**config.mk**
```make
export PLATFORM = sky130hd
export DESIGN_NAME = qnigma_cks_arb_flat
export DESIGN_NICKNAME = d
export VERILOG_FILES = /design/src/rtl/qnigma_cks_arb_if.sv /design/src/rtl/qnigma_cks_arb.sv /design/src/flat_wrapper.sv
export SDC_FILE = /design/constraint.sdc
export NUM_CORES = 1
export LEC_CHECK = 0
export CORE_UTILIZATION = 33
export DETAILED_ROUTE_END_ITERATION = 10
export HOLD_SLACK_MARGIN = 0.12
export PLACE_DENSITY = 0.89
export RECOVER_POWER = 50
export REMOVE_ABC_BUFFERS = 1
export SETUP_SLACK_MARGIN = 0.3
export SYNTH_ARGS = -nofsm -noshare
export SYNTH_HDL_FRONTEND = slang
export SYNTH_SLANG_ARGS = --single-unit
```
**constraint.sdc**
```tcl
create_clock -name clk -period 3.1 [get_ports clk]
set_input_delay 0.31 -clock clk [delete_from_list [all_inputs] [get_ports clk]]
set_output_delay 0.31 -clock clk [all_outputs]
set_load 0.1 [all_outputs]
```
**src/rtl/qnigma_cks_arb_if.sv**
```systemverilog
// qnigma_cks_arb_if: requester and checksum-engine signals of the checksum arbiter.
// The slave modport is the arbiter; the master modport is the requesters plus the engine.
interface qnigma_cks_arb_if #(
    parameter int unsigned N = 2
);
    // requester side
    logic [N-1:0]       req;
    logic [N-1:0]       gnt;
    logic [N-1:0][31:0] ini;
    logic [N-1:0][7:0]  dat;
    logic [N-1:0]       val;
    logic [N-1:0]       lst;
    logic [N-1:0]       don;
    logic [15:0]        cks;
    logic               zer;
    logic               err;

    // engine side
    logic               eng_rst;
    logic [31:0]        eng_ini;
    logic [7:0]         eng_dat;
    logic               eng_val;
    logic               eng_nxt;
    logic [15:0]        eng_cks;
    logic               eng_zer;

    modport slave (
        input  req, ini, dat, val, lst, eng_cks, eng_zer,
        output gnt, don, cks, zer, err,
        output eng_rst, eng_ini, eng_dat, eng_val, eng_nxt
    );

    modport master (
        output req, ini, dat, val, lst, eng_cks, eng_zer,
        input  gnt, don, cks, zer, err,
        input  eng_rst, eng_ini, eng_dat, eng_val, eng_nxt
    );
endinterface

```
**src/rtl/qnigma_cks_arb.sv**
```systemverilog
// qnigma_cks_arb: round-robin sharing of one one's-complement checksum engine
// between N packet builders. Each transaction loads the winner's seed, forwards
// its byte stream, waits the engine latency, then returns the captured result.
// Optional stall abort is enabled by defining QNIGMA_CKS_ARB_TIMEOUT_EN.
module qnigma_cks_arb #(
    parameter int unsigned N   = 2,
    parameter int unsigned LAT = 4,
    parameter int unsigned TMO = 255
) (
    input  logic                   clk,
    input  logic                   rst,
    qnigma_cks_arb_if.slave        bus
);

    localparam int unsigned PW = (N > 1) ? $clog2(N) : 1;
    localparam int unsigned CW = (LAT > 1) ? $clog2(LAT) : 1;

    // Reject parameter sets the datapath cannot represent.
    if (N < 2 || N > 8 || LAT < 1 || TMO < 1 || TMO > 255) begin : g_param_check
        $error("qnigma_cks_arb: parameter out of range");
    end

    typedef enum logic [2:0] {
        IDLE,
        LOAD,
        STREAM,
        DRAIN,
        DONE,
        ABORT
    } state_t;

    state_t         state, state_nxt;
    logic [PW-1:0]  ptr, ptr_nxt;
    logic [PW-1:0]  sel, sel_nxt;
    logic [CW-1:0]  cnt, cnt_nxt;
    logic [N-1:0]   gnt_q, gnt_nxt;
    logic [N-1:0]   don_q, don_nxt;
    logic [15:0]    cks_q, cks_nxt;
    logic           zer_q, zer_nxt;
    logic           sel_val;
    logic           sel_lst;

`ifdef QNIGMA_CKS_ARB_TIMEOUT_EN
    logic [7:0]     stall, stall_nxt;
    logic           err_q, err_nxt;
`endif

    // First set request bit at or after the pointer, wrapping modulo N.
    function automatic logic [PW-1:0] rr_pick(input logic [N-1:0] r, input logic [PW-1:0] p);
        logic [PW-1:0] pick;
        logic          found;
        int unsigned   k;
        pick  = p;
        found = 1'b0;
        for (int unsigned i = 0; i < N; i++) begin
            k = (32'(p) + i) % N;
            if (!found && r[PW'(k)]) begin
                pick  = PW'(k);
                found = 1'b1;
            end
        end
        return pick;
    endfunction

    function automatic logic [N-1:0] onehot(input logic [PW-1:0] i);
        logic [N-1:0] oh;
        oh    = '0;
        oh[i] = 1'b1;
        return oh;
    endfunction

    function automatic logic [PW-1:0] next_idx(input logic [PW-1:0] i);
        return (32'(i) == N - 1) ? '0 : i + PW'(1);
    endfunction

    assign sel_val = bus.val[sel];
    assign sel_lst = bus.lst[sel];

    // State register and registered outputs.
    always_ff @(posedge clk) begin
        if (rst) begin
            state <= IDLE;
            ptr   <= '0;
            sel   <= '0;
            cnt   <= '0;
            gnt_q <= '0;
            don_q <= '0;
            cks_q <= 16'h0000;
            zer_q <= 1'b0;
`ifdef QNIGMA_CKS_ARB_TIMEOUT_EN
            stall <= 8'h00;
            err_q <= 1'b0;
`endif
        end else begin
            state <= state_nxt;
            ptr   <= ptr_nxt;
            sel   <= sel_nxt;
            cnt   <= cnt_nxt;
            gnt_q <= gnt_nxt;
            don_q <= don_nxt;
            cks_q <= cks_nxt;
            zer_q <= zer_nxt;
`ifdef QNIGMA_CKS_ARB_TIMEOUT_EN
            stall <= stall_nxt;
            err_q <= err_nxt;
`endif
        end
    end

    // Next-state and next-output logic for the grant/load/stream/drain/done sequence.
    always_comb begin
        state_nxt = state;
        ptr_nxt   = ptr;
        sel_nxt   = sel;
        cnt_nxt   = cnt;
        gnt_nxt   = gnt_q;
        don_nxt   = '0;
        cks_nxt   = cks_q;
        zer_nxt   = zer_q;
`ifdef QNIGMA_CKS_ARB_TIMEOUT_EN
        stall_nxt = stall;
        err_nxt   = 1'b0;
`endif
        case (state)
            IDLE: begin
                if (|bus.req) begin
                    sel_nxt   = rr_pick(bus.req, ptr);
                    gnt_nxt   = onehot(sel_nxt);
                    state_nxt = LOAD;
                end
            end
            LOAD: begin
`ifdef QNIGMA_CKS_ARB_TIMEOUT_EN
                stall_nxt = 8'h00;
`endif
                state_nxt = STREAM;
            end
            STREAM: begin
                if (sel_val) begin
`ifdef QNIGMA_CKS_ARB_TIMEOUT_EN
                    stall_nxt = 8'h00;
`endif
                    if (sel_lst) begin
                        cnt_nxt   = '0;
                        state_nxt = DRAIN;
                    end
                end
`ifdef QNIGMA_CKS_ARB_TIMEOUT_EN
                else if (stall == 8'(TMO - 1)) begin
                    // Requester stalled too long: drop the grant and re-init the engine.
                    err_nxt   = 1'b1;
                    gnt_nxt   = '0;
                    ptr_nxt   = next_idx(sel);
                    state_nxt = ABORT;
                end else begin
                    stall_nxt = stall + 8'd1;
                end
`endif
            end
            DRAIN: begin
                if (cnt == CW'(LAT - 1)) begin
                    cks_nxt   = bus.eng_cks;
                    zer_nxt   = bus.eng_zer;
                    don_nxt   = onehot(sel);
                    state_nxt = DONE;
                end else begin
                    cnt_nxt = cnt + CW'(1);
                end
            end
            DONE: begin
                ptr_nxt   = next_idx(sel);
                gnt_nxt   = '0;
                state_nxt = IDLE;
            end
`ifdef QNIGMA_CKS_ARB_TIMEOUT_EN
            ABORT: begin
                state_nxt = IDLE;
            end
`endif
            default: begin
                gnt_nxt   = '0;
                state_nxt = IDLE;
            end
        endcase
    end

    assign bus.gnt = gnt_q;
    assign bus.don = don_q;
    assign bus.cks = cks_q;
    assign bus.zer = zer_q;

    // Engine drive: seed only during LOAD, bytes only from the granted requester in STREAM.
`ifdef QNIGMA_CKS_ARB_TIMEOUT_EN
    assign bus.err     = err_q;
    assign bus.eng_rst = rst | (state == LOAD) | (state == ABORT);
`else
    assign bus.err     = 1'b0;
    assign bus.eng_rst = rst | (state == LOAD);
`endif
    assign bus.eng_ini = (state == LOAD) ? bus.ini[sel] : 32'h0000_0000;
    assign bus.eng_dat = (state == STREAM) ? bus.dat[sel] : 8'h00;
    assign bus.eng_val = (state == STREAM) & sel_val & ~rst;
    assign bus.eng_nxt = 1'b0;

endmodule

```
**src/flat_wrapper.sv**
```systemverilog
// flat-port wrapper written by rule: the top's interface ports become plain ports
module qnigma_cks_arb_flat 
#(
    parameter int unsigned N   = 2,
    parameter int unsigned LAT = 4,
    parameter int unsigned TMO = 255
)
  (clk, rst, bus_req, bus_ini, bus_dat, bus_val, bus_lst, bus_eng_cks, bus_eng_zer, bus_gnt, bus_don, bus_cks, bus_zer, bus_err, bus_eng_rst, bus_eng_ini, bus_eng_dat, bus_eng_val, bus_eng_nxt);
  qnigma_cks_arb_if #(.N(N)) bus_i ();
  input  logic clk;
  input  logic rst;
  input wire logic [$bits(bus_i.req)-1:0] bus_req;
  input wire logic [$bits(bus_i.ini)-1:0] bus_ini;
  input wire logic [$bits(bus_i.dat)-1:0] bus_dat;
  input wire logic [$bits(bus_i.val)-1:0] bus_val;
  input wire logic [$bits(bus_i.lst)-1:0] bus_lst;
  input wire logic [$bits(bus_i.eng_cks)-1:0] bus_eng_cks;
  input wire logic [$bits(bus_i.eng_zer)-1:0] bus_eng_zer;
  output wire logic [$bits(bus_i.gnt)-1:0] bus_gnt;
  output wire logic [$bits(bus_i.don)-1:0] bus_don;
  output wire logic [$bits(bus_i.cks)-1:0] bus_cks;
  output wire logic [$bits(bus_i.zer)-1:0] bus_zer;
  output wire logic [$bits(bus_i.err)-1:0] bus_err;
  output wire logic [$bits(bus_i.eng_rst)-1:0] bus_eng_rst;
  output wire logic [$bits(bus_i.eng_ini)-1:0] bus_eng_ini;
  output wire logic [$bits(bus_i.eng_dat)-1:0] bus_eng_dat;
  output wire logic [$bits(bus_i.eng_val)-1:0] bus_eng_val;
  output wire logic [$bits(bus_i.eng_nxt)-1:0] bus_eng_nxt;
  assign bus_i.req = bus_req;
  assign bus_i.ini = bus_ini;
  assign bus_i.dat = bus_dat;
  assign bus_i.val = bus_val;
  assign bus_i.lst = bus_lst;
  assign bus_i.eng_cks = bus_eng_cks;
  assign bus_i.eng_zer = bus_eng_zer;
  assign bus_gnt = bus_i.gnt;
  assign bus_don = bus_i.don;
  assign bus_cks = bus_i.cks;
  assign bus_zer = bus_i.zer;
  assign bus_err = bus_i.err;
  assign bus_eng_rst = bus_i.eng_rst;
  assign bus_eng_ini = bus_i.eng_ini;
  assign bus_eng_dat = bus_i.eng_dat;
  assign bus_eng_val = bus_i.eng_val;
  assign bus_eng_nxt = bus_i.eng_nxt;
  qnigma_cks_arb #(.N(N), .LAT(LAT), .TMO(TMO)) u_core (.clk(clk), .rst(rst), .bus(bus_i));
endmodule
```
# Word level (Yosys, flattened, before mapping)
# Cells that the tools add are included.
[classes] reduce_logical=14 eq_ne=10 order_cmp=6 bitwise=7 n_mux=36 n_addsub=3
[op_table] cell="32-bit two-way mux" n=3
[op_table] cell="8-bit two-way mux" n=3
[op_table] cell="1-bit two-way mux" n=17
[op_table] cell="3-bit two-way mux" n=4
[op_table] cell="3-bit one-hot mux with 4 select lines" n=1
[op_table] cell="1-bit by 2-bit < comparator with 1-bit output (second input constant)" n=4
[op_table] cell="2-bit two-way mux" n=4
[op_table] cell="2-bit by 1-bit inequality test with 1-bit output (second input constant)" n=4
[op_table] cell="2-bit one-hot mux with 2 select lines" n=2
[op_table] cell="4-bit AND reduction" n=2
[op_table] cell="3-bit by 2-bit equality test with 1-bit output (second input constant)" n=2
[op_table] cell="2-bit AND reduction" n=3
[op_table] cell="3-bit OR reduction" n=2
[op_table] cell="1-bit inverter" n=4
[op_table] cell="3-bit by 1-bit equality test with 1-bit output (second input constant)" n=1
[op_table] cell="3-bit equality test (second input constant)" n=1
[op_table] cell="1-bit logical AND" n=3
[op_table] cell="3-bit zero test" n=1
[op_table] cell="1-bit adder (second input constant)" n=2
[op_table] cell="2-bit by 1-bit adder with 2-bit output (second input constant)" n=1
[op_table] cell="1-bit bitwise AND" n=2
[op_table] cell="1-bit demux with 1-bit select" n=2
[op_table] cell="2-bit equality test (second input constant)" n=1
[op_table] cell="1-bit >= comparator (second input constant)" n=2
[op_table] cell="other kinds (5)" n=5
[totals] word_cells=84 reg_bits=28 output_inout_bits=65 input_bits=105

# Logic depth before layout (Yosys ltp)
[depth] ltp_word=16 mapped_depth=6 depth_no_buf=4

# Worst setup path before layout
# Ideal clock, no wire load.
[synth_path] kind="reg2out" startpoint="register u_core.state[1]" endpoint="output bus_eng_val" required_ps=2790 slack_ps=-154 t_arrival_ps=2944 path_stages_with_launch=6 n_path_buf=2 path_cell_list="dfxtp_1 > buf_2 > nand2b_1 > nand2b_1 > clkbuf_1 > nor3_1"
[synth_between] elab_chain_len=3
[synth_lines] element="from (decl)" line="qnigma_cks_arb.sv:32" source="state_t state, state_nxt;"
[synth_lines] element="from (signal assigned)" line="qnigma_cks_arb.sv:95" source="state <= state_nxt;"
[synth_lines] element="3-bit by 2-bit equality test with 1-bit output" line="qnigma_cks_arb.sv:202" source="assign bus.eng_val = (state == STREAM) & sel_val & ~rst;"
[synth_lines] element="1-bit bitwise AND (2 in a row)" line="qnigma_cks_arb.sv:202"
[synth_lines] element="to (decl)" line="flat_wrapper.sv:27" source="output wire logic [$bits(bus_i.eng_val)-1:0] bus_eng_val;"
# Every way passes these cells.

# Worst setup path in the final report
[layout_path] startpoint="register u_core.state[1]" endpoint="output bus_eng_dat[0]"
[layout_between] elab_chain_len=2
[layout_lines] element="3-bit by 2-bit equality test with 1-bit output" line="qnigma_cks_arb.sv:201" source="assign bus.eng_dat = (state == STREAM) ? bus.dat[sel] : 8'h00;"
[layout_lines] element="8-bit two-way mux" line="qnigma_cks_arb.sv:201"
[layout_lines] element="to (decl)" line="flat_wrapper.sv:26" source="output wire logic [$bits(bus_i.eng_dat)-1:0] bus_eng_dat;"
# Every way passes these cells.

==> flow_summary.ini <==
[clocking]
ctsResizeCount = 0
cts_setup_buffers = 0
cts.hold.buffers_added = 0
clock_sinks = 28
cts_tree = built
cts_buffers = 3
htreeDepth = 1
cts-root-buf = clkbuf_8
cts.clk_slew.worst_paths_ns = 0.09
cts_max_path_buffers = 2
clock_latency_ns = 0.27

[setup_path]
start_kind = flop
cpMostUsedCell = nand2b_1
worstPathArrival_ns = 2.29
crit_buf_inv = 1
worstPathCellList = nand2b_1 > nand2b_1 > nor2_1 > clkbuf_1
path_max_fanout = 11
cp-end-kind = output port
cp_top_family = buffers and inverters
slowest_stage = clkbuf_1
required_ns = 2.79
slowest_delay_ns = 0.88
worst-setup-path-type = reg2out

[run_status]
status = completed

[pwr]
p_sw_w = 0.000661
p_leak_nw = 1.36
p_int_w = 0.000738
cellPowerDensity_mw_per_mm2 = 404
combPwrFrac_pct = 56.5
p_sw_share_pct = 47.2
ir_worst_vdd_mv = 0.282
pwr-share-clk_pct = 16.0
power_frac_seq_pct = 27.5

[finish]
multi_input_area_mm2 = 0.00110
fillCellCount = 418
syn2layout_area_growth_pct = 92.0
regArea_um2 = 562
drive_above_1_share_pct = 12.9
instances_no_fill = 457
num_antenna_cells = 0
fin_nets = 494

[timing]
max-slew-margin-rel_pct = 22.0
clock.fmax_ghz = 0.385
timing.final.crit_share_pct = 83.8
finalSetupViolCount = 0
period_needed_ns = 2.60
timing.hold.ws_ns = 0.452
finalHoldViolations = 0
rsz0062_at_grt = false
tightest_slew_ns = 1.17
fin_skew_ns = 0.00397
drv_slew = 0

[route]
route.detailed.drc = 0
wire_per_inst_um = 13.5
drt_pre_antenna_iters = 4
drtAntennaViolNets = 0
dr_total_vias = 2152
initialDrtViolationCount = 119
vias_per_cell = 4.71
finalWirelength_um = 6190

[synthesis]
netlist_top_cells_count = nor2_1 (45), mux2i_1 (42), nand2_1 (35)
synth-seq-area-share_pct = 31.0
yosysTopAreaCellShare_pct = 31.0
yosysWarnings = 0
synth.distinct_cells = 38
syn_inst = 234
synth_top_flop_cell = dfxtp_1
synth_area_leaders = dfxtp_1 (31%), mux2i_1 (23%), nor2_1 (9.4%)
yosysMostFrequentCell = nor2_1
synth-seq-cells = 28
synth_edf_count = 0
syn_area_mm2 = 0.00181
synth_area_leader_cell = dfxtp_1
avgSynthCellArea_um2 = 7.72
synthArstFlopShare_pct = 0

[die]
die_h_um = 76.0
die-width_um = 76.0
coreArea_mm2 = 0.00517
ios = 170
start_util_pct = 34.9
dieArea_mm2 = 0.00577
std_cell_rows = 26

[grt]
grt_usage_pct = 21.0
antenna_found_initial = 0
grt_pass1_vias = 2031
grt_max_degree = 41
grt-ovfl-total = 0
grt_pass1_wl_um = 9910

[placement]
placement.io_buffers = 167
gp_congestion = 0.755
dp_hpwl_um = 4890
dp.cells = 453

[worst_hold_path]
holdCritPathClass = reg2reg

[run]
max_cap_viol_count = 0
## routing by layer
metal	track usage (%)	share of wire, %	up-vias	wire length [um]
met5	0	0	-	0
met2	39.9	53	79	3260
met1	22.5	38	956	2360
li1	-	-	1102	-
met3	6.02	7.0	15	431
met4	5.58	2.2	0	134
## final timing paths
| check | endpoint | cells after the start | startpoint | slack, ns |
|---|---|---|---|---|
| worst max register to register | u_core.bus.cks[3] | 4 | u_core.cnt[0] | 1.20 |
| worst min register to register | u_core.bus.cks[14] | 2 | u_core.bus.cks[14] | 0.45 |
| worst min-delay path | u_core.bus.cks[14] | 2 | u_core.bus.cks[14] | 0.45 |
| worst max-delay path | bus_eng_dat[0] | 4 | u_core.state[1] | 0.50 |
## per-stage QoR
step                instance area (um2)  util, %  total power [W]  worst slack, ns  setup TNS [ns]
floorplan                          1680        -         0.000921            -1.15          -16.16
global placement                   3420     66.2          0.00118             1.26               0
detailed placement                 3420     66.2          0.00119             1.19               0
CTS                                3480     67.2          0.00142            0.834               0
global route                       3470     67.0          0.00145            0.407               0
finish                             3470     67.0          0.00140            0.502               0
## layout make-up
| type | count | share of cell area [%] |
|---|---|---|
| repair buffers | 170 | 47.4 |
| multi-input cells | 180 | 31.7 |
| flip-flops and latches | 28 | 16.2 |
| well taps | 70 | 2.53 |
| clock buffers | 4 | 1.59 |
| inverters | 5 | 0.542 |
## sequential cells by signal (all words and copies together) (netlist names)
| signal | cells |
|---|---|
| u_core.bus.zer | 1 |
| u_core.state | 3 |
| u_core.sel | 1 |
| u_core.bus.gnt | 2 |
| u_core.ptr | 1 |
| u_core.bus.cks | 16 |
| u_core.bus.don | 2 |
| u_core.cnt | 2 |
## cells by family after synthesis
family / synth area share, %
simple gates: 22.7
mux: 23.3
compound gates: 13.5
flops: 31.0
buf+inv: 8.04
fa+ha+maj: 1.25
other cells: 0.208
## cell usage in the layout, fill, tap and decap left out, types with 2 or more instances in the layout
| master | count |
|---|---|
| dfxtp_1 | 27 |
| mux2i_1 | 42 |
| nor2_1 | 45 |
| inv_1 | 4 |
| clkbuf_8 | 4 |
| a211oi_1 | 2 |
| clkdlybuf4s50_1 | 106 |
| a21oi_1 | 22 |
| buf_12 | 5 |
| dlygate4sd3_1 | 19 |
| conb_1 | 2 |
| nor3_1 | 4 |
| a31oi_1 | 2 |
| nand2b_1 | 5 |
| nand2_1 | 35 |
| buf_4 | 38 |
| clkbuf_1 | 2 |
## power by group through the flow
stage	logic, W	clock network (W)	registers, W
5_1_grt	0.000821	0.000244	0.000387
4_1_cts	0.000798	0.000233	0.000385
6_report	0.000790	0.000224	0.000385
2_1_floorplan	0.000501	0	0.000421
3_3_place_gp	0.000789	0	0.000393
3_5_place_dp	0.000795	0	0.000393
## worst reg2reg max path, stage by stage (launching register included)
cell,delay (ns)
dfxtp_1,0.39
ha_1,0.28
nand4b_1,0.70
nand2_1,0.29
a21oi_1,0.09
Note: power is estimated with default switching activity, not from simulation.
